--- src/rtl/dbus_lsu.sv ---
// Core-side load/store unit: one RV32I load/store at a time, issued as a single-word DBus cycle.
// Misaligned or illegal requests skip the bus and answer directly with an exception.
module dbus_lsu #(
    parameter int ADDR_WIDTH = 30
) (
    input  logic                  clk,
    input  logic                  rst_n,
    input  logic                  req_valid,
    output logic                  req_ready,
    input  logic                  req_we,
    input  logic [2:0]            req_funct3,
    input  logic [31:0]           req_addr,
    input  logic [31:0]           req_wdata,
    output logic                  resp_valid,
    input  logic                  resp_ready,
    output logic [31:0]           resp_rdata,
    output logic                  resp_exc,
    output logic [3:0]            resp_cause,
    output logic [31:0]           resp_addr,
    output logic                  dbus_rd_en,
    output logic                  dbus_wr_en,
    output logic [ADDR_WIDTH-1:0] dbus_addr,
    output logic [31:0]           dbus_wr_data,
    output logic [3:0]            dbus_wr_strobe,
    input  logic [31:0]           dbus_rd_data
);

    typedef enum logic [1:0] {IDLE, ACCESS, RESP} state_t;

    state_t      r_state;
    state_t      w_next;
    logic        r_we;
    logic [2:0]  r_funct3;
    logic [31:0] r_addr;
    logic [31:0] r_wdata;
    logic [31:0] r_rdata;
    logic        r_exc;
    logic [3:0]  r_cause;

    logic        w_legal;
    logic        w_misal;
    logic        w_exc;
    logic [3:0]  w_cause;

    function automatic logic [3:0] f_strobe(input logic [2:0] f3, input logic [1:0] a);
        case (f3[1:0])
            2'b00:   return 4'b0001 << a;
            2'b01:   return 4'b0011 << a;
            default: return 4'b1111;
        endcase
    endfunction

    function automatic logic [31:0] f_lanes(input logic [2:0] f3, input logic [31:0] d);
        case (f3[1:0])
            2'b00:   return {4{d[7:0]}};
            2'b01:   return {2{d[15:0]}};
            default: return d;
        endcase
    endfunction

    function automatic logic [31:0] f_extract(input logic [2:0] f3, input logic [1:0] a,
                                              input logic [31:0] d);
        logic [31:0] s;
        s = d >> {a, 3'b000};
        case (f3)
            3'b000:  return {{24{s[7]}}, s[7:0]};
            3'b001:  return {{16{s[15]}}, s[15:0]};
            3'b100:  return {24'd0, s[7:0]};
            3'b101:  return {16'd0, s[15:0]};
            default: return d;
        endcase
    endfunction

    // Illegal width code outranks misalignment when both apply.
    always_comb begin
        w_legal = (req_funct3 == 3'b000) || (req_funct3 == 3'b001) || (req_funct3 == 3'b010) ||
                  (!req_we && ((req_funct3 == 3'b100) || (req_funct3 == 3'b101)));
        w_misal = ((req_funct3[1:0] == 2'b01) && req_addr[0]) ||
                  ((req_funct3[1:0] == 2'b10) && (req_addr[1:0] != 2'b00));
        w_exc   = !w_legal || w_misal;
        if (!w_legal)    w_cause = 4'd2;
        else if (req_we) w_cause = 4'd6;
        else             w_cause = 4'd4;
    end

    always_ff @(posedge clk) begin
        if (!rst_n) r_state <= IDLE;
        else        r_state <= w_next;
    end

    // Outputs are gated by state so the bus and response are quiet outside their phase.
    always_comb begin
        w_next         = r_state;
        req_ready      = 1'b0;
        resp_valid     = 1'b0;
        resp_rdata     = 32'd0;
        resp_exc       = 1'b0;
        resp_cause     = 4'd0;
        resp_addr      = 32'd0;
        dbus_rd_en     = 1'b0;
        dbus_wr_en     = 1'b0;
        dbus_addr      = '0;
        dbus_wr_data   = 32'd0;
        dbus_wr_strobe = 4'd0;
        case (r_state)
            IDLE: begin
                req_ready = 1'b1;
                if (req_valid) w_next = w_exc ? RESP : ACCESS;
            end
            ACCESS: begin
                dbus_addr = r_addr[ADDR_WIDTH+1:2];
                if (r_we) begin
                    dbus_wr_en     = 1'b1;
                    dbus_wr_data   = f_lanes(r_funct3, r_wdata);
                    dbus_wr_strobe = f_strobe(r_funct3, r_addr[1:0]);
                end else begin
                    dbus_rd_en = 1'b1;
                end
                w_next = RESP;
            end
            RESP: begin
                resp_valid = 1'b1;
                resp_rdata = r_rdata;
                resp_exc   = r_exc;
                resp_cause = r_cause;
                resp_addr  = r_addr;
                if (resp_ready) w_next = IDLE;
            end
            default: w_next = IDLE;
        endcase
    end

    always_ff @(posedge clk) begin
        if (r_state == IDLE && req_valid) begin
            r_we     <= req_we;
            r_funct3 <= req_funct3;
            r_addr   <= req_addr;
            r_wdata  <= req_wdata;
            r_exc    <= w_exc;
            r_cause  <= w_exc ? w_cause : 4'd0;
            r_rdata  <= 32'd0;
        end else if (r_state == ACCESS && !r_we) begin
            r_rdata <= f_extract(r_funct3, r_addr[1:0], dbus_rd_data);
        end
    end

endmodule

--- config.mk ---
export PLATFORM = sky130hd
export DESIGN_NAME = dbus_lsu
export DESIGN_NICKNAME = d
export VERILOG_FILES = /design/src/rtl/dbus_lsu.sv
export SDC_FILE = /design/constraint.sdc
export NUM_CORES = 1
export LEC_CHECK = 0
export ABC_AREA = 1
export CAP_MARGIN = 0
export CORE_UTILIZATION = 30
export CTS_CLUSTER_DIAMETER = 120
export DETAILED_ROUTE_END_ITERATION = 12
export PLACE_DENSITY = 0.69
export REMOVE_ABC_BUFFERS = 1
export SLEW_MARGIN = 20
export SYNTH_ARGS = -nofsm -noshare
export SYNTH_HDL_FRONTEND = slang
export SYNTH_SLANG_ARGS = --single-unit
--- constraint.sdc ---
create_clock -name clk -period 2.9 [get_ports clk]
set_input_delay 0.58 -clock clk [delete_from_list [all_inputs] [get_ports clk]]
set_output_delay 0.58 -clock clk [all_outputs]
set_load 0.01 [all_outputs]
* Word-level counts from Yosys, hierarchy flattened
Index checks and enable logic that the tools add are counted.
Word-level totals: flip-flop bits (word level) 107, input bits 104, output and inout port bits 139, logic and storage cells 71
Cells by class: equal/unequal tests 14, shifts and indexed selects 3, multiplexer cells 24, reduce and logical (&&, ||, !) cells 21
Operator list (count):
- two-way mux 32 bit | 4
- case mux 32 bit (4 select lines) | 1
- case mux 32 bit (2 select lines) | 1
- >> shifter 32 x 5 -> 16 bit | 1
- two-way mux 30 bit | 1
- equality test 3 bit (second input constant) | 4
- two-way mux 4 bit | 3
- two-way mux 2 bit | 5
- case mux 4 bit (2 select lines) | 1
- two-way mux 1 bit | 7
- equality test 2 x 1 -> 1 bit (second input constant) | 3
- equality test 3 x 1 -> 1 bit (second input constant) | 2
- logical NOT 3 bit | 2
- logical OR 1 bit | 6
- case mux 2 bit (3 select lines) | 1
- logical AND 1 bit | 5
- equality test 2 bit (second input constant) | 2
- logical NOT 2 bit | 2
- != test 2 bit (second input constant) | 2
- AND reduction 2 bit | 2
- << shifter 1 x 2 -> 4 bit (first input constant) | 1
- << shifter 2 x 2 -> 4 bit (first input constant) | 1
- equality test 3 x 2 -> 1 bit (second input constant) | 1
- logical NOT 1 bit | 3
- nonzero test 2 bit | 1

* Logic depth before layout (Yosys ltp)
Gate-level depths: netlist of the first run.
depth after elaboration 9, gate-level depth with buffers 12

* Worst setup path before layout of the first run
No wires, ideal clock.
kind reg-to-reg, start point register r_state[0], end point register r_addr[0] (enable), setup time 400 ps, arrival time 1819 ps, slack 681 ps, stages on the path, launching flop included 5, path buffers 1, cells stage by stage dfxtp_1 -> nor2_1 -> nand2_1 -> inv_2 -> buf_2
Between the ends: word-level cells in the longest chain between the ends 2
Ends and longest elaborated chain:
- start, declared | line 30 | state_t r_state;
- start signal, assigned | line 88 | else r_state <= w_next;
- logical NOT 2 bit | line 134 | if (r_state == IDLE && req_valid) begin
- logical AND 1 bit | line 134
- end signal, assigned | line 137 | r_addr <= req_addr;
- end, declared | line 34 | logic [31:0] r_addr;
No other way between the ends. A chain may end at the register's enable or synchronous reset.

* Worst setup path after layout of the first run
start point register r_funct3[1], end point output dbus_wr_data[15]
Between the ends: word-level cells in the longest chain between the ends 4
Ends and longest elaborated chain:
- start, declared | line 33 | logic [2:0] r_funct3;
- start signal, assigned | line 136 | r_funct3 <= req_funct3;
- equality test 2 x 1 -> 1 bit or logical NOT 2 bit (tied branches) | line 54 | case (f3[1:0])
- case mux 32 bit (2 select lines) * | line 54
- two-way mux 32 bit * | line 112 | if (r_we) begin
- two-way mux 32 bit * | line 105 | case (r_state)
- end, declared | line 23 | output logic [31:0] dbus_wr_data,
Every way passes the cells marked *; elsewhere a longest branch is shown, timed or not.

==> summary.md, run 1 <==
| Metric | Value |
|---|---|
| Worst reg2reg path endpoint | r_rdata[21] |
| Critical path endpoint category | output port |
| Die area | 0.0186 mm^2 |
| Initial antenna violation count | 1 |
| Hold path startpoint | r_rdata[13] |
| Clock latency on the worst-skew pair | 0.35 ns |
| Final RePlAce weighted congestion | 0.833 |
| Area after DPL | 0.00801 mm^2 |
| CTS Buf Count | 9 |
| Hold crit path type | reg2reg |
| Leakage | 3.42 nW |
| Cells along the critical path | inv_1 -> buf_8 -> nor2_1 -> nor3_1 -> clkdlybuf4s50_1 |
| IO buf count | 240 |
| Initial core utilization | 31.1% |
| RSZ-0062 raised after global routing | no |
| Worst vdd ir | 257 uV |
| Drt wl/cell | 14.5 um |
| CP max FO | 43 |
| Grt ovf | 0 |
| Die X | 137 um |
| Vias in the first global route | 4,791 |
| Worst-margin pin slew | 0.592 ns |
| Tot GR Track Use | 17.9% |
| Worst Path Required | 2.32 ns |
| Hold EP | r_rdata[13] |
| Vias/cell | 4.55 |
| Total clock sinks | 105 |
| Mapped Area | 0.00543 mm^2 |
| Nets | 1,024 |
| Share of cells above drive strength 1 | 7.35% |
| IO Count | 243 |
| Core ar. | 0.0175 mm^2 |
| Skew final | 0.00598 ns |
| Most frequent cells in the layout | clkdlybuf4s50_1 (240), nor2_1 (138), nand2_1 (128) |
| Critical path's slowest cell | clkdlybuf4s50_1 |
| Syn Inst Count | 692 |
| Worst Path Arrival | 2.17 ns |
| Slowest Stage Delay on Critical Path | 0.62 ns |
| # DRC | 0 |
| Final Hold Viols | 0 |
| Post-Syn Area per Cell | 7.85 um^2 |
| Status | completed |
| P per Cell Area | 453 mW/mm^2 |
| Setup TNS | 0 ns |
| Final Util | 47.8% |
| Fmax | 0.364 GHz |
| H-tree depth | 3 |
| Vert. Die Dim | 137 um |
| Yosys warning count | 0 |
| Largest net degree at the start of global routing | 69 |
| CTS tree | yes |
| Synth top area cells | edfxtp_1 (39%), dfxtp_1 (13%), nor2_1 (9.5%) |
| Via count | 5,238 |
| Post-synth EDFFs | 71 |
| Area Growth Syn to Fin | 53.8% |
| Rows | 48 |
| Violation count after the first detailed-route iteration | 280 |
| Hold Slack | 0.542 ns |
| # setup viols final | 0 |
| Reg2reg start | r_state[1] |
| Setup bufs post-CTS | 0 |
| Total Power | 3.78 mW |
| Most used flip-flop cell after synthesis | edfxtp_1 |
| Clk slew on worst S/H paths | 0.07 ns |
| Startpoint types | flip-flop |
| Worst R2R Setup Slack | 0.68 ns |
| DRT Pass-1 Iters | 5 |
| Pins Over Slew Limit | 0 |
| Post-route minimum period | 2.75 ns |
| Yosys reg bits | 105 |
| Hold Path Cell Cnt | 2 |
| Share of the synthesized area in the top cell type | 39.3% |
| Library cells used by synthesis | 29 |
| Reg2Reg Depth | 8 |
| Max_slew headroom | 60.4% |
| HPWL Detailed | 12.4 mm |
| Max-cap violation count | 0 |
| Final wirelength | 16.7 mm |
| Most common cell after layout, fill and taps aside | clkdlybuf4s50_1 |
| Clk buf depth | 2 |
| CTS root buffer | clkbuf_16 |
| Part of the cycle the worst path needs | 94.8% |
| Antenna-violating nets left | 0 |
| Async S/R FF share, synth | 0% |
| Setup CP Type | reg2out |
| Fin area | 0.00835 mm^2 |
| N_diodes | 0 |
| Seq/Total Area, Yosys | 51.8% |
| Area leader, netlist | edfxtp_1 |
| First-pass GRT wire length | 25.2 mm |
## layer usage
| metal | wire, um | global-route usage (%) |
|---|---|---|
| met3 | 1640 | 5.78 |
| met5 | 13 | 0 |
| met4 | 279 | 6.48 |
| met1 | 6730 | 21.3 |
| met2 | 8050 | 30.0 |
## final cells by class
class	count	area [um^2]
clock buffers	11	233
clock inverters	5	80.1
fillers	1741	9130
inverters	112	424
multi-input cells	436	1960
flip-flops and latches	105	2810
well taps	225	282
repair buffers	256	2560
## worst max path at each step
stage | startpoint | endpoint | depth (start not counted) | slack [ns]
2_1_floorplan | r_funct3[1] | dbus_wr_strobe[3] | 5 | 0.25
4_1_cts | r_funct3[1] | dbus_wr_data[15] | 5 | 0.01
5_1_grt | r_funct3[1] | dbus_wr_strobe[0] | 6 | 0.02
3_5_place_dp | r_funct3[1] | dbus_wr_data[25] | 6 | 0.25
3_3_place_gp | r_funct3[1] | dbus_wr_data[25] | 6 | 0.30
6_report | r_funct3[1] | dbus_wr_data[15] | 5 | 0.15
## registers in the layout, summed over array words and instances, names as in the netlist
signal,flops
r_addr,32
r_cause,2
r_exc,1
r_funct3,3
r_rdata,32
r_state,2
r_wdata,32
r_we,1
## logic make-up (layout without fill, tap and decap cells)
group                  count (synthesis)  count (layout)  synth area share (%)
and+or+nand+nor                      316             316                  23.9
buffers and inverters                152             384                  12.5
AOI/OAI and AO/OA                    118             118                  11.7
DFF                                  105             105                  51.8
other                                  1               2                0.0691
## stage by stage
step / worst slack (ns) / cells
2_1_floorplan: 0.255 / 653
3_3_place_gp: 0.298 / 1134
3_5_place_dp: 0.245 / 1134
4_1_cts: 0.0129 / 1150
5_1_grt: 0.0210 / 1150
6_report: 0.150 / 1150
## Yosys cell counts, drive strengths merged, types with 2 or more instances
master / instances
edfxtp: 71
nor3: 3
a21oi: 50
inv: 112
o21ai: 64
nand2: 135
o22ai: 2
or2: 9
clkbuf: 15
nor2: 141
dfxtp: 34
buf: 25
nand3: 28
## power by group
part	leakage (nW)	switching, mW	total (mW)	internal (mW)
registers	0.957	0.0423	1.76	1.71
logic	2.32	0.376	0.710	0.335
clock network	0.146	0.561	1.32	0.757
total	3.42	0.979	3.78	2.81
## worst max-delay path, delay by kind of cell (launching register included)
family                 cells  cell delay, ns
buffers and inverters      3            1.02
and+or+nand+nor            2            0.37
DFF                        1            0.42
## timing repair
action | CTS | global route
gates resized for setup | 1 | 6
hold endpoints to repair | 0 | 0
gates cloned | 0 | 0
hold buffers | 0 | 0
endpoints found under the setup margin | 12 | 26
No activity file was read; power rests on OpenSTA's default activity.
==> inputs of run 2 (changes only) <==
--- a/config.mk
+++ b/config.mk
@@ -7,6 +7,7 @@
 export LEC_CHECK = 0
 export ABC_AREA = 1
 export CAP_MARGIN = 0
+export CORE_MARGIN = 5
 export CORE_UTILIZATION = 30
 export CTS_CLUSTER_DIAMETER = 120
 export DETAILED_ROUTE_END_ITERATION = 12
==> run 2 against run 1 <==
Against the previous run: largest power group unchanged; non-clock buffer count down 1; critical path depth unchanged; highest routed layer unchanged; setup slack better by 0.045 ns; register-to-register slack better by 0.45 ns; sequential share of layout area up 0.24 points; first-iteration DRC count down 16%; critical endpoint unchanged; utilization down 1.5 points; clock skew down 0.0012 ns.
==> summary.md, run 2 (synthesis gave the netlist of run 1 again) <==
| Metric | Value |
|---|---|
| Status | completed |
| Share of cells above drive strength 1 | 6.71% (-0.64 points) |
| # setup viols final | 0 (unchanged) |
| Rows | 49 (+2.1%) |
| Violation count after the first detailed-route iteration | 235 (-16%) |
| Antenna-violating nets left | 0 (unchanged) |
| Part of the cycle the worst path needs | 93.2% (-1.6 points) |
| IO buf count | 240 (unchanged) |
| Hold crit path type | reg2reg |
| Tot GR Track Use | 16.5% (-1.4 points) |
| Final Util | 46.3% (-1.5 points) |
| Nets | 1,023 (-0.098%) |
| CTS Buf Count | 9 (unchanged) |
| P per Cell Area | 433 mW/mm^2 (-4.3%) |
| Total clock sinks | 105 (unchanged) |
| Grt ovf | 0 (unchanged) |
| Fmax | 0.370 GHz (+1.7%) |
| Vias in the first global route | 5,128 (+7.0%) |
| N_diodes | 0 (unchanged) |
| Initial core utilization | 30.3% (-0.74 points) |
| Setup TNS | 0 ns (unchanged) |
| Worst Path Arrival | 2.12 ns (-0.05 ns) |
| Pins Over Slew Limit | 0 (unchanged) |
| Vias/cell | 4.48 (-1.7%) |
| Vert. Die Dim | 145 um (+5.9%) |
| Final Hold Viols | 0 (unchanged) |
| Max-cap violation count | 0 (unchanged) |
| Leakage | 3.39 nW (-0.76%) |
| Core ar. | 0.0179 mm^2 (+2.4%) |
| Largest net degree at the start of global routing | 49 (-29%) |
| Critical path endpoint category | output port |
| Post-route minimum period | 2.70 ns (-0.0454 ns) |
| Setup bufs post-CTS | 0 (unchanged) |
| Area Growth Syn to Fin | 52.7% |
| Total Power | 3.59 mW (-5.0%) |
| Via count | 5,165 (-1.4%) |
| DRT Pass-1 Iters | 5 (unchanged) |
| RSZ-0062 raised after global routing | no |
| CTS tree | yes |
| Final wirelength | 17.5 mm (+4.8%) |
| H-tree depth | 3 (unchanged) |
| Largest regs | r_addr x32, r_rdata x32, r_wdata x32 |
| Most frequent cells in the layout | clkdlybuf4s50_1 (240), nor2_1 (138), nand2_1 (128) |
| Setup CP Type | reg2out |
| Filler Cells Inserted | 1,820 (+4.5%) |
| # DRC | 0 (unchanged) |
| Final RePlAce weighted congestion | 0.849 (+1.9%) |
| Clk buf depth | 2 (unchanged) |
| Skew final | 0.00482 ns (-0.00116 ns) |
| Die area | 0.0209 mm^2 (+12%) |
| Clock latency on the worst-skew pair | 0.34 ns (about the same) |
| IO Count | 243 (unchanged) |
| First-pass GRT wire length | 26.5 mm (+5.3%) |
| CTS root buffer | clkbuf_16 |
| Worst Path Required | 2.32 ns (about the same) |
| Clk slew on worst S/H paths | 0.07 ns (about the same) |
| HPWL Detailed | 13.3 mm (+7.4%) |
| Most common cell after layout, fill and taps aside | clkdlybuf4s50_1 |
| Initial antenna violation count | 1 (unchanged) |
| Worst vdd ir | 284 uV (+11%) |
| CP max FO | 43 (unchanged) |
| Drt wl/cell | 15.2 um (+4.5%) |
| Startpoint types | flip-flop |
| Die X | 145 um (+5.9%) |
## run 2: cell count changes in the layout (fill, tap and decap cells not counted), sizes merged
cell | previous run | this run
buf | 16 | 15
bufinv | 2 | 0
clkbuf | 11 | 12
clkinv | 2 | 3
clkinvlp | 2 | 1
inv | 111 | 112
## run 2: timing repair
| action | CTS | global route |
|---|---|---|
| hold buffers | 0 | 0 |
| gates resized for setup | 0 | 4 |
| endpoints found under the setup margin | 0 | 9 |
## run 2: final cells by class
cell class                      instances  area (um^2)  share of cell area (%)
Sequential cell                       105         2810                    33.9
Timing Repair Buffer                  255         2560                    30.8
Multi-Input combinational cell        436         1950                    23.5
Inverter                              112          427                    5.15
Tap cell                              229          287                    3.46
Clock buffer                           12          236                    2.85
Clock inverter                          4         22.5                   0.272
## run 2: worst paths after layout
| kind | start | cells after the start | end | slack (ns) |
|---|---|---|---|---|
| worst min register to register | r_rdata[4] | 2 | r_rdata[4] | 0.54 |
| worst max register to register | r_we | 6 | r_rdata[29] | 1.13 |
| worst max-delay path | r_funct3[1] | 5 | dbus_wr_data[15] | 0.20 |
| worst min-delay path | r_rdata[4] | 2 | r_rdata[4] | 0.54 |
## run 2: critical path: stages (launching register included)
cell and delay (ns):
edfxtp_1 0.41, inv_1 0.12, buf_6 0.29, nor2_1 0.08
nor3_1 0.26, clkdlybuf4s50_1 0.60
## run 2: stage by stage
step	instances	area [um^2]	setup WS, ns	hold WS [ns]
floorplan	653	5180	0.255	0.494
global placement	1137	8020	0.506	0.519
detailed placement	1137	8020	0.466	0.523
CTS	1153	8280	0.0526	0.539
global route	1153	8290	0.0449	0.558
finish	1153	8290	0.196	0.535
## run 2: where the power goes
| group | switching (mW) | internal, mW |
|---|---|---|
| clock | 0.551 | 0.582 |
| combinational | 0.377 | 0.333 |
| sequential | 0.0379 | 1.71 |
## run 2: layer usage
metal  wire length (um)  vias up  share of wire [%]  global-route usage, %
met3               1940       40                 11                   6.58
li1                   -     2619                  -                      -
met5                 13        -              0.074                      0
met2               8180      214                 47                   27.1
met4                652        2                3.7                   8.00
met1               6740     2290                 38                   18.7
==> inputs of run 3 (changes only) <==
--- a/config.mk
+++ b/config.mk
@@ -5,7 +5,6 @@
 export SDC_FILE = /design/constraint.sdc
 export NUM_CORES = 1
 export LEC_CHECK = 0
-export ABC_AREA = 1
 export CAP_MARGIN = 0
 export CORE_MARGIN = 5
 export CORE_UTILIZATION = 30
==> run 3 against run 2 <==
Against the previous run: synthesized cell count decreased by 24%; clock skew increased by 0.0024 ns; count of clock-buffer cells in the layout decreased by 3; non-clock buffer count increased by 1; area after synthesis decreased by 1.6%; global-route usage increased by 0.39 points; critical path depth decreased by 1; largest power group unchanged.
==> summary.md, run 3 <==
| Metric | Value |
|---|---|
| Largest net degree at the start of global routing | 48 (-2.0%) |
| Largest regs | r_addr x32, r_rdata x32, r_wdata x32 |
| Multi-input gate area | 0.00233 mm^2 (+19%) |
| Clock latency on the worst-skew pair | 0.35 ns (about the same) |
| Pins Over Slew Limit | 0 (unchanged) |
| CP max FO | 29 (-33%) |
| CTS Buf Count | 9 (unchanged) |
| P per Cell Area | 443 mW/mm^2 (+2.3%) |
| Die X | 143 um (-0.75%) |
| # setup viols final | 0 (unchanged) |
| DRT Pass-1 Iters | 5 (unchanged) |
| Worst Path Required | 2.32 ns (about the same) |
| Post-synth EDFFs | 71 (unchanged) |
| CTS root buffer | clkbuf_16 |
| Filler Cells Inserted | 1,614 (-11%) |
| Most frequent cells in the layout | clkdlybuf4s50_1 (240), and2_1 (97), nand2_1 (73) |
| Yosys reg bits | 105 (unchanged) |
| Setup TNS | 0 ns (unchanged) |
| Share of the synthesized area in the top cell type | 39.9% (+0.64 points) |
| Core ar. | 0.0174 mm^2 (-3.0%) |
| Skew final | 0.00722 ns (+0.00239 ns) |
| Max_slew headroom | 30.7% |
| Final Util | 47.7% (+1.4 points) |
| Antenna-violating nets left | 0 (unchanged) |
| Worst Path Arrival | 2.20 ns (+0.08 ns) |
| Vert. Die Dim | 143 um (-0.75%) |
| Violation count after the first detailed-route iteration | 193 (-18%) |
| Die area | 0.0206 mm^2 (-1.5%) |
| Worst vdd ir | 259 uV (-8.7%) |
| Library cells used by synthesis | 45 (+55%) |
| Area Growth Syn to Fin | 55.1% |
| Seq/Total Area, Yosys | 52.6% (+0.85 points) |
| Post-route minimum period | 2.78 ns (+0.0801 ns) |
| Most used flip-flop cell after synthesis | edfxtp_1 |
| CTS tree | yes |
| Initial core utilization | 30.8% (+0.45 points) |
| Drt wl/cell | 18.3 um (+21%) |
| Share of cells above drive strength 1 | 7.04% (+0.33 points) |
| Final wirelength | 17.9 mm (+2.3%) |
| Fmax | 0.359 GHz (-2.9%) |
| IO buf count | 240 (unchanged) |
| Most common cell after layout, fill and taps aside | clkdlybuf4s50_1 |
| Total clock sinks | 105 (unchanged) |
| Vias in the first global route | 4,637 (-9.6%) |
| Critical path endpoint category | output port |
| Top post-synthesis cells by count | and2_1 (97), nand2_1 (73), edfxtp_1 (71), mux2i_1 (35) |
| Worst-margin pin slew | 1.04 ns |
| Top-count cell post-synth | and2_1 |
| Status | completed |
| Leakage | 3.16 nW (-6.8%) |
| Syn Inst Count | 523 (-24%) |
| Sequential standard cell area | 0.00281 mm^2 (unchanged) |
| First-pass GRT wire length | 26.8 mm (+1.0%) |
| Async S/R FF share, synth | 0% (unchanged) |
| IO Count | 243 (unchanged) |
| Final Hold Viols | 0 (unchanged) |
| Startpoint types | flip-flop |
| Max-cap violation count | 0 (unchanged) |
| HPWL Detailed | 13.3 mm (-0.40%) |
| Final RePlAce weighted congestion | 0.792 (-6.7%) |
| H-tree depth | 3 (unchanged) |
| Clk slew on worst S/H paths | 0.07 ns (about the same) |
| Nets | 852 (-17%) |
| Part of the cycle the worst path needs | 96.0% (+2.8 points) |
| Hold crit path type | reg2reg |
| Initial antenna violation count | 0 (-1) |
| Mapped Area | 0.00534 mm^2 (-1.6%) |
| Vias/cell | 4.84 (+8.1%) |
| Via count | 4,734 (-8.3%) |
| Yosys warning count | 0 (unchanged) |
| Cts hold-fix bufs | 0 (unchanged) |
| Synth top area cells | edfxtp_1 (40%), dfxtp_1 (13%), and2_1 (11%) |
| Grt ovf | 0 (unchanged) |
| Area leader, netlist | edfxtp_1 |
| N_diodes | 0 (unchanged) |
| Post-Syn Area per Cell | 10.2 um^2 (+30%) |
| Clk buf depth | 2 (unchanged) |
| Setup CP Type | reg2out |
| Tot GR Track Use | 16.9% (+0.39 points) |
| Rows | 48 (-2.0%) |
| # DRC | 0 (unchanged) |
| RSZ-0062 raised after global routing | no |
-- run 3: changes by cell type after synthesis, sizes merged, moves of 9 or more --
cell    before  now
inv        112    4
nor2       141   35
and2         0   98
nand2      135   73
o21ai       64   28
mux2i        0   35
nand3       28    0
a21oi       50   23
a22oi        0   17
clkbuf      15   28
buf         25   15
and3         0    9
or2          9    0
-- run 3: routing by layer --
metal | track usage (%) | wire [um] | share of wire (%)
met5 | 0 | 0 | 0
met4 | 4.66 | 217 | 1.2
met3 | 6.56 | 2070 | 12
met2 | 26.8 | 8150 | 46
met1 | 21.5 | 7480 | 42
-- run 3: through the flow --
stage | worst slack, ns | area (um^2) | hold WS (ns) | total power [mW] | std cells
after floorplan | 0.171 | 5140 | 0.407 | 2.09 | 481
after global placement | 0.323 | 7980 | 0.420 | 2.49 | 961
after detailed placement | 0.289 | 7980 | 0.425 | 2.50 | 961
after CTS | 0.0697 | 8280 | 0.438 | 3.72 | 977
after global routing | 0.00486 | 8280 | 0.467 | 3.85 | 978
final | 0.116 | 8280 | 0.434 | 3.67 | 978
-- run 3: what timing repair did --
action                                  4_1_cts  5_1_grt
endpoints found under the setup margin        2        7
cloned                                        0        0
gates resized for setup                       3        0
buffers inserted                              0        1
-- run 3: worst paths after layout --
| path | startpoint | end | slack [ns] | cells after the start |
|---|---|---|---|---|
| worst max-delay path | r_funct3[1] | dbus_wr_strobe[1] | 0.12 | 4 |
| worst min-delay path | r_rdata[4] | r_rdata[4] | 0.43 | 2 |
| worst max register to register | r_addr[0] | r_rdata[18] | 0.59 | 5 |
| worst min register to register | r_rdata[4] | r_rdata[4] | 0.43 | 2 |
-- run 3: kinds of logic (layout without fill, tap and decap cells) --
group | Yosys count | count (layout) | synth area share (%)
AND/OR/NAND/NOR | 231 | 231 | 22.3
flip-flops | 105 | 105 | 52.6
AO/OA/AOI/OAI | 104 | 104 | 14.3
buffers and inverters | 47 | 276 | 4.12
multiplexers | 35 | 35 | 6.56
other | 1 | 2 | 0.0702
-- run 3: final cells by class --
type,instances,area share (%)
Sequential cell,105,34.0
Inverter,4,0.181
Multi-Input combinational cell,372,28.1
Tap cell,225,3.40
Clock inverter,7,0.755
Clock buffer,9,2.72
Timing Repair Buffer,256,30.9
-- run 3: where the power goes --
| part | internal, mW | switching (mW) |
|---|---|---|
| logic | 0.359 | 0.334 |
| registers | 1.72 | 0.0560 |
| clock network | 0.604 | 0.603 |
| total | 2.68 | 0.993 |
-- run 3: worst max-delay path, stage by stage (launching register included) --
cell             delay, ns
edfxtp_1              0.42
buf_4                 0.36
inv_1                 0.18
a21oi_2               0.28
clkdlybuf4s50_1       0.62
==> patch 1: new RTL, config.mk and constraints of run 3 <==
Re-encode `state_t` (3 states) as one-hot, 3 bits wide.
--- a/src/rtl/dbus_lsu.sv
+++ b/src/rtl/dbus_lsu.sv
@@ -25,7 +25,7 @@
     input  logic [31:0]           dbus_rd_data
 );
 
-    typedef enum logic [1:0] {IDLE, ACCESS, RESP} state_t;
+    typedef enum logic [2:0] {IDLE = 3'b001, ACCESS = 3'b010, RESP = 3'b100} state_t;
 
     state_t      r_state;
     state_t      w_next;
Formal check against the unedited RTL: no difference found for any inputs over 4 cycles, from zero or initial values and one cycle with rst_n low; so few cycles prove little.
==> patch 1 against run 3 <==
Critical path depth rose by 2; clock skew fell by 0.72 ps; power fell by 6.1%; via count fell by 2.9%; sequential cell count rose by 1; first-iteration DRC count rose by 73%; hold slack improved by 23 ps; wire length fell by 8.1%; design area fell by 0.62%; area after synthesis fell by 2.7%; worst setup slack improved by 60 ps; combinational power fell by 29%; count of clock-buffer cells in the layout rose by 1; global-route usage fell by 0.70 points; critical path type unchanged; critical endpoint is now dbus_wr_data[12].
==> patch 1: results (changes against run 3) <==
- Status: finished, final reports clean
- Routability cong.: 0.768 (-3.1%)
- Worst Skew: 6.50 ps (-0.717 ps)
- Layout cells sized above 1: 6.27% (-0.77 points)
- Ant diodes: 0 (unchanged)
- Vias in the first global route: 4633 (-0.086%)
- Worst slew pin tran: 706 ps (-331 ps)
- Met3 Use GR: 5.16% (-1.4 points)
- Reg-to-Reg End: r_rdata[23]$_SDFFE_PP0P_
- Highest metal used: met4
- Critical Path AT: 2140 ps (-60 ps)
- Switching part of the total: 25.3% (-1.8 points)
- Peak VDD IR: 0.000324 V (+25%)
- Worst Hold Depth: 2 (unchanged)
- R2r setup slk: 760 ps (+170 ps)
- First-pass GRT wire length: 25400 um (-5.1%)
- Met1 Usage GRT: 18.7% (-2.8 points)
- Largest net degree at the start of global routing: 38 (-21%)
- WL/cell: 16.9 um (-7.9%)
- Setup WS pre-CTS: 292 ps (+2.07 ps)
- Initial drt markers: 333 (+73%)
- Synth area leaders: edfxtp_1 (41%), dfxtp_1 (13%), and2_1 (12%), mux2i_1 (6.0%), a21oi_1 (5.0%)
- Drt first pass iters: 4 (-1)
- GRT Util Overall: 16.2% (-0.70 points)
- Via density: 4.72 (-2.6%)
- Worst Hold End: r_rdata[1]$_SDFFE_PP0P_
- Met1 WL: 6480 um (-13%)
- Synth cell types: 41 (-8.9%)
- Static Leakage: 3.07 nW (-2.8%)
- Routed wl met3: 1300 um (-37%)
- Routed met2 length: 8450 um (+3.6%)
- GR Layer Usage met2: 28.9% (+2.0 points)
- Final HPWL DP: 12300 um (-6.8%)
- Worst Hold Launch: r_rdata[1]$_SDFFE_PP0P_
- Sequential area share after synthesis: 54.5% (+1.8 points)
- Most frequent cells after synthesis: and2_1 (97), edfxtp_1 (71), a21oi_1 (52)
- Initial core utilization: 30.3% (-0.51 points)
- Final nets: 849 (-0.35%)
-- patch 1: cell count changes after synthesis, moves of 4 or more --
cell	before	now
a21oi_1	23	52
a222oi_1	7	0
a22oi_1	7	0
a22oi_2	10	0
a32o_1	0	6
mux2i_1	35	31
nand2_1	73	49
nand2b_1	4	9
o2111ai_1	0	6
o21ai_0	28	19
o2bb2ai_1	7	0
-- patch 1: timing repair --
item	4_1_cts	5_1_grt
endpoints found under the setup margin	0	33
buffers inserted	0	0
gates resized for setup	0	4
-- patch 1: worst max-delay path, cell delays in order (launching register included) --
cell             delay, ps
dfxtp_1                370
nor3b_4                250
buf_4                  170
nand2_1                 60
buf_6                  190
a21oi_1                170
clkdlybuf4s50_1        560
-- patch 1: cell type report --
| class | count | area [sq um] |
|---|---|---|
| Timing Repair Buffer | 264 | 2610 |
| Inverter | 8 | 31.3 |
| Multi-Input combinational cell | 356 | 2190 |
| Sequential cell | 106 | 2830 |
| Clock inverter | 6 | 53.8 |
| Clock buffer | 10 | 229 |
| Fill cell | 1624 | 8940 |
| Tap cell | 225 | 282 |
-- patch 1: worst max-delay path by stage --
stage                            start                        to  slack (ps)  cells after the start
2_1_floorplan  r_state[2]$_SDFFE_PN0P_              resp_addr[0]        -990                      2
3_3_place_gp          dbus_rd_data[31]  r_rdata[30]$_SDFFE_PP0P_         350                      5
3_5_place_dp          dbus_rd_data[31]  r_rdata[21]$_SDFFE_PP0P_         290                      5
4_1_cts        r_state[1]$_SDFFE_PN0P_          dbus_wr_data[12]          20                      6
5_1_grt        r_state[0]$_SDFFE_PN1P_          dbus_wr_data[11]          30                      6
6_report       r_state[2]$_SDFFE_PN0P_          dbus_wr_data[12]         180                      6
-- patch 1: stage by stage --
stage | hold WS, ps | instance area [sq um] | setup TNS [ps] | instances
after floorplan | 427 | 5040 | -139540 | 470
final | 457 | 8230 | 0 | 975
after CTS | 456 | 8220 | 0 | 975
after detailed placement | 445 | 7940 | 0 | 959
after global placement | 436 | 7940 | 0 | 959
after global routing | 467 | 8230 | 0 | 975
-- patch 1: power groups by stage --
stage	clock (mW)	sequential, mW	combinational [mW]
finish	1.20	1.76	0.495
detailed placement	0	1.79	0.497
global placement	0	1.79	0.496
CTS	1.25	1.76	0.500
global route	1.29	1.77	0.536
floorplan	0	1.81	0.187
-- patch 1: cell families (layout without fill, tap and decap cells) --
family / after synthesis / in the layout / synth area share [%]
buffers and inverters: 47 / 288 / 3.80
DFF: 106 / 106 / 54.5
muxes: 32 / 32 / 6.40
and+or+nand+nor: 213 / 213 / 21.8
AOI/OAI and AO/OA: 109 / 109 / 13.5
other: 1 / 2 / 0.0721
==> patch 2: new RTL, flow settings as in run 3 <==
Made on the original files. Change the parameter `ADDR_WIDTH` from 30 to 22.
--- a/src/rtl/dbus_lsu.sv
+++ b/src/rtl/dbus_lsu.sv
@@ -1,7 +1,7 @@
 // Core-side load/store unit: one RV32I load/store at a time, issued as a single-word DBus cycle.
 // Misaligned or illegal requests skip the bus and answer directly with an exception.
 module dbus_lsu #(
-    parameter int ADDR_WIDTH = 30
+    parameter int ADDR_WIDTH = 22
 ) (
     input  logic                  clk,
     input  logic                  rst_n,
Interface: changed (resized dbus_addr); port bits go from 243 to 235. No check against the original RTL was run, so the function may have changed too.
==> patch 2 against run 3 <==
Sequential cell count did not move; area after synthesis fell by 3.8%; non-clock buffer count is 11 lower; design area down 3.8%; power decreased by 2.7%; maximum frequency increased by 3.1%; register-to-register slack better by 250 ps; worst setup slack improved by 82 ps; wire length is 6.4% lower; combinational power decreased by 5.5%; core utilization hardly changed; largest cell class unchanged; largest power group unchanged.
==> patch 2: results (changes against run 3) <==
- Worst Skew: 8.74 ps (+1.52 ps)
- CTS clk-pin slew, worst paths: 80 ps
- Post-synth EDFFs: 71 (unchanged)
- Sequential area share after synthesis: 54.7% (+2.1 points)
- Status: finished, final reports clean
- Synth cell types: 41 (-8.9%)
- DRC: 0 (unchanged)
- Biggest regs: r_addr (32), r_rdata (32), r_wdata (32)
- H-Tree Depth: 3 (unchanged)
- DP Cell Count: 922 (-4.1%)
- CP Max Fanout: 10 (-66%)
- Antenna violations before repair: 1 (+1)
- WL/cell: 17.9 um (-2.4%)
- Most used DFF post-synth: edfxtp_1
- Synth area leaders: edfxtp_1 (41%), dfxtp_1 (13%), and2_1 (11%), mux2i_1 (6.0%), nand2_1 (3.9%)
- Initial drt markers: 208 (+7.8%)
- Num CTS Buffers: 9 (unchanged)
- Drt first pass iters: 5 (unchanged)
- First-pass GRT wire length: 25600 um (-4.4%)
- Routability cong.: 0.878 (+11%)
- Final HPWL DP: 12500 um (-6.0%)
- Most frequent cells after synthesis: and2_1 (89), edfxtp_1 (71), nand2_1 (53)
- Warning count from the yosys run: 0 (unchanged)
- Crit path max-delay cell type: clkdlybuf4s50_1
- Vias post-DR: 4576 (-3.3%)
- Asr flop ratio synth: 0% (unchanged)
- CP peak stage delay: 560 ps (-60 ps)
- Critical Path AT: 2120 ps (-80 ps)
- Static Leakage: 2.97 nW (-6.0%)
- I/O Buffers: 232 (-3.3%)
- Final nets: 817 (-4.1%)
- Placed Area: 7690 sq um (-3.6%)
- Max Root-Sink Buffers: 2 (unchanged)
- Ant diodes: 0 (unchanged)
- Postcts setup bufs: 0 (unchanged)
- Peak VDD IR: 0.000271 V (+4.5%)
- Syn avg cell area: 10.3 sq um (+1.0%)
- Layout Cells excl Fill: 938 (-4.1%)
- GRT Util Overall: 16.5% (-0.42 points)
- Vias in the first global route: 4709 (+1.6%)
- Rel. slew slack: 50.9% (+20 points)
- Clk root buf: clkbuf_16
- Layout cells sized above 1: 5.71% (-1.3 points)
- Largest net degree at the start of global routing: 70 (+46%)
## patch 2: worst max-delay path, delay by kind of cell, from the launching register on
kind | cells | cell delay [ps]
and+or+nand+nor | 2 | 500
AOI/OAI and AO/OA | 1 | 200
buffers and inverters | 1 | 560
DFF | 1 | 520
## patch 2: per-layer routing
layer / global-route usage [%] / vias up / share of wire (%)
met5: 0 / - / 0.066
met4: 4.18 / 2 / 1.2
met3: 5.32 / 15 / 8.3
met2: 27.5 / 208 / 48
met1: 20.6 / 2148 / 43
li1: - / 2203 / -
## patch 2: path summary, 6_finish.rpt
path / start / endpoint / slack [ps] / cells past startpoint
worst max-delay path: r_addr[1]$_DFFE_PP_ / dbus_wr_strobe[2] / 200 / 4
worst min-delay path: r_rdata[3]$_SDFFE_PP0P_ / r_rdata[3]$_SDFFE_PP0P_ / 440 / 2
worst max register to register: r_we$_DFFE_PP_ / r_rdata[14]$_SDFFE_PP0P_ / 840 / 6
worst min register to register: r_rdata[3]$_SDFFE_PP0P_ / r_rdata[3]$_SDFFE_PP0P_ / 440 / 2
## patch 2: cell type report
class | count | area (sq um)
Clock inverter | 7 | 53.8
Tap cell | 220 | 275
Sequential cell | 105 | 2810
Multi-Input combinational cell | 347 | 2140
Fill cell | 1551 | 8730
Inverter | 5 | 18.8
Clock buffer | 9 | 225
Timing Repair Buffer | 245 | 2440
## patch 2: per-stage QoR
step	util, %	setup slack (ps)
6_report	47.7	198
2_1_floorplan	-	-253
3_5_place_dp	46.0	473
3_3_place_gp	46.0	507
5_1_grt	47.7	60.4
4_1_cts	47.7	85.0
## patch 2: kinds of logic after synthesis
| logic type | count (synthesis) | synth area share [%] |
|---|---|---|
| compound gates | 105 | 13.5 |
| buf+inv | 47 | 4.02 |
| mux | 34 | 6.77 |
| flops | 105 | 54.7 |
| other cells | 1 | 0.0730 |
| simple gates | 206 | 20.9 |
## patch 2: timing repair
action | CTS | global route
setup endpoints to repair | 0 | 3
hold buffers | 0 | 0
endpoints found under the hold margin | 0 | 0
resized for setup | 0 | 3
## patch 2: where the power goes
| part | total, mW | leakage [nW] | internal [mW] | switching, mW |
|---|---|---|---|---|
| registers | 1.76 | 0.955 | 1.71 | 0.0490 |
| clock network | 1.16 | 0.134 | 0.591 | 0.567 |
| logic | 0.655 | 1.88 | 0.337 | 0.318 |
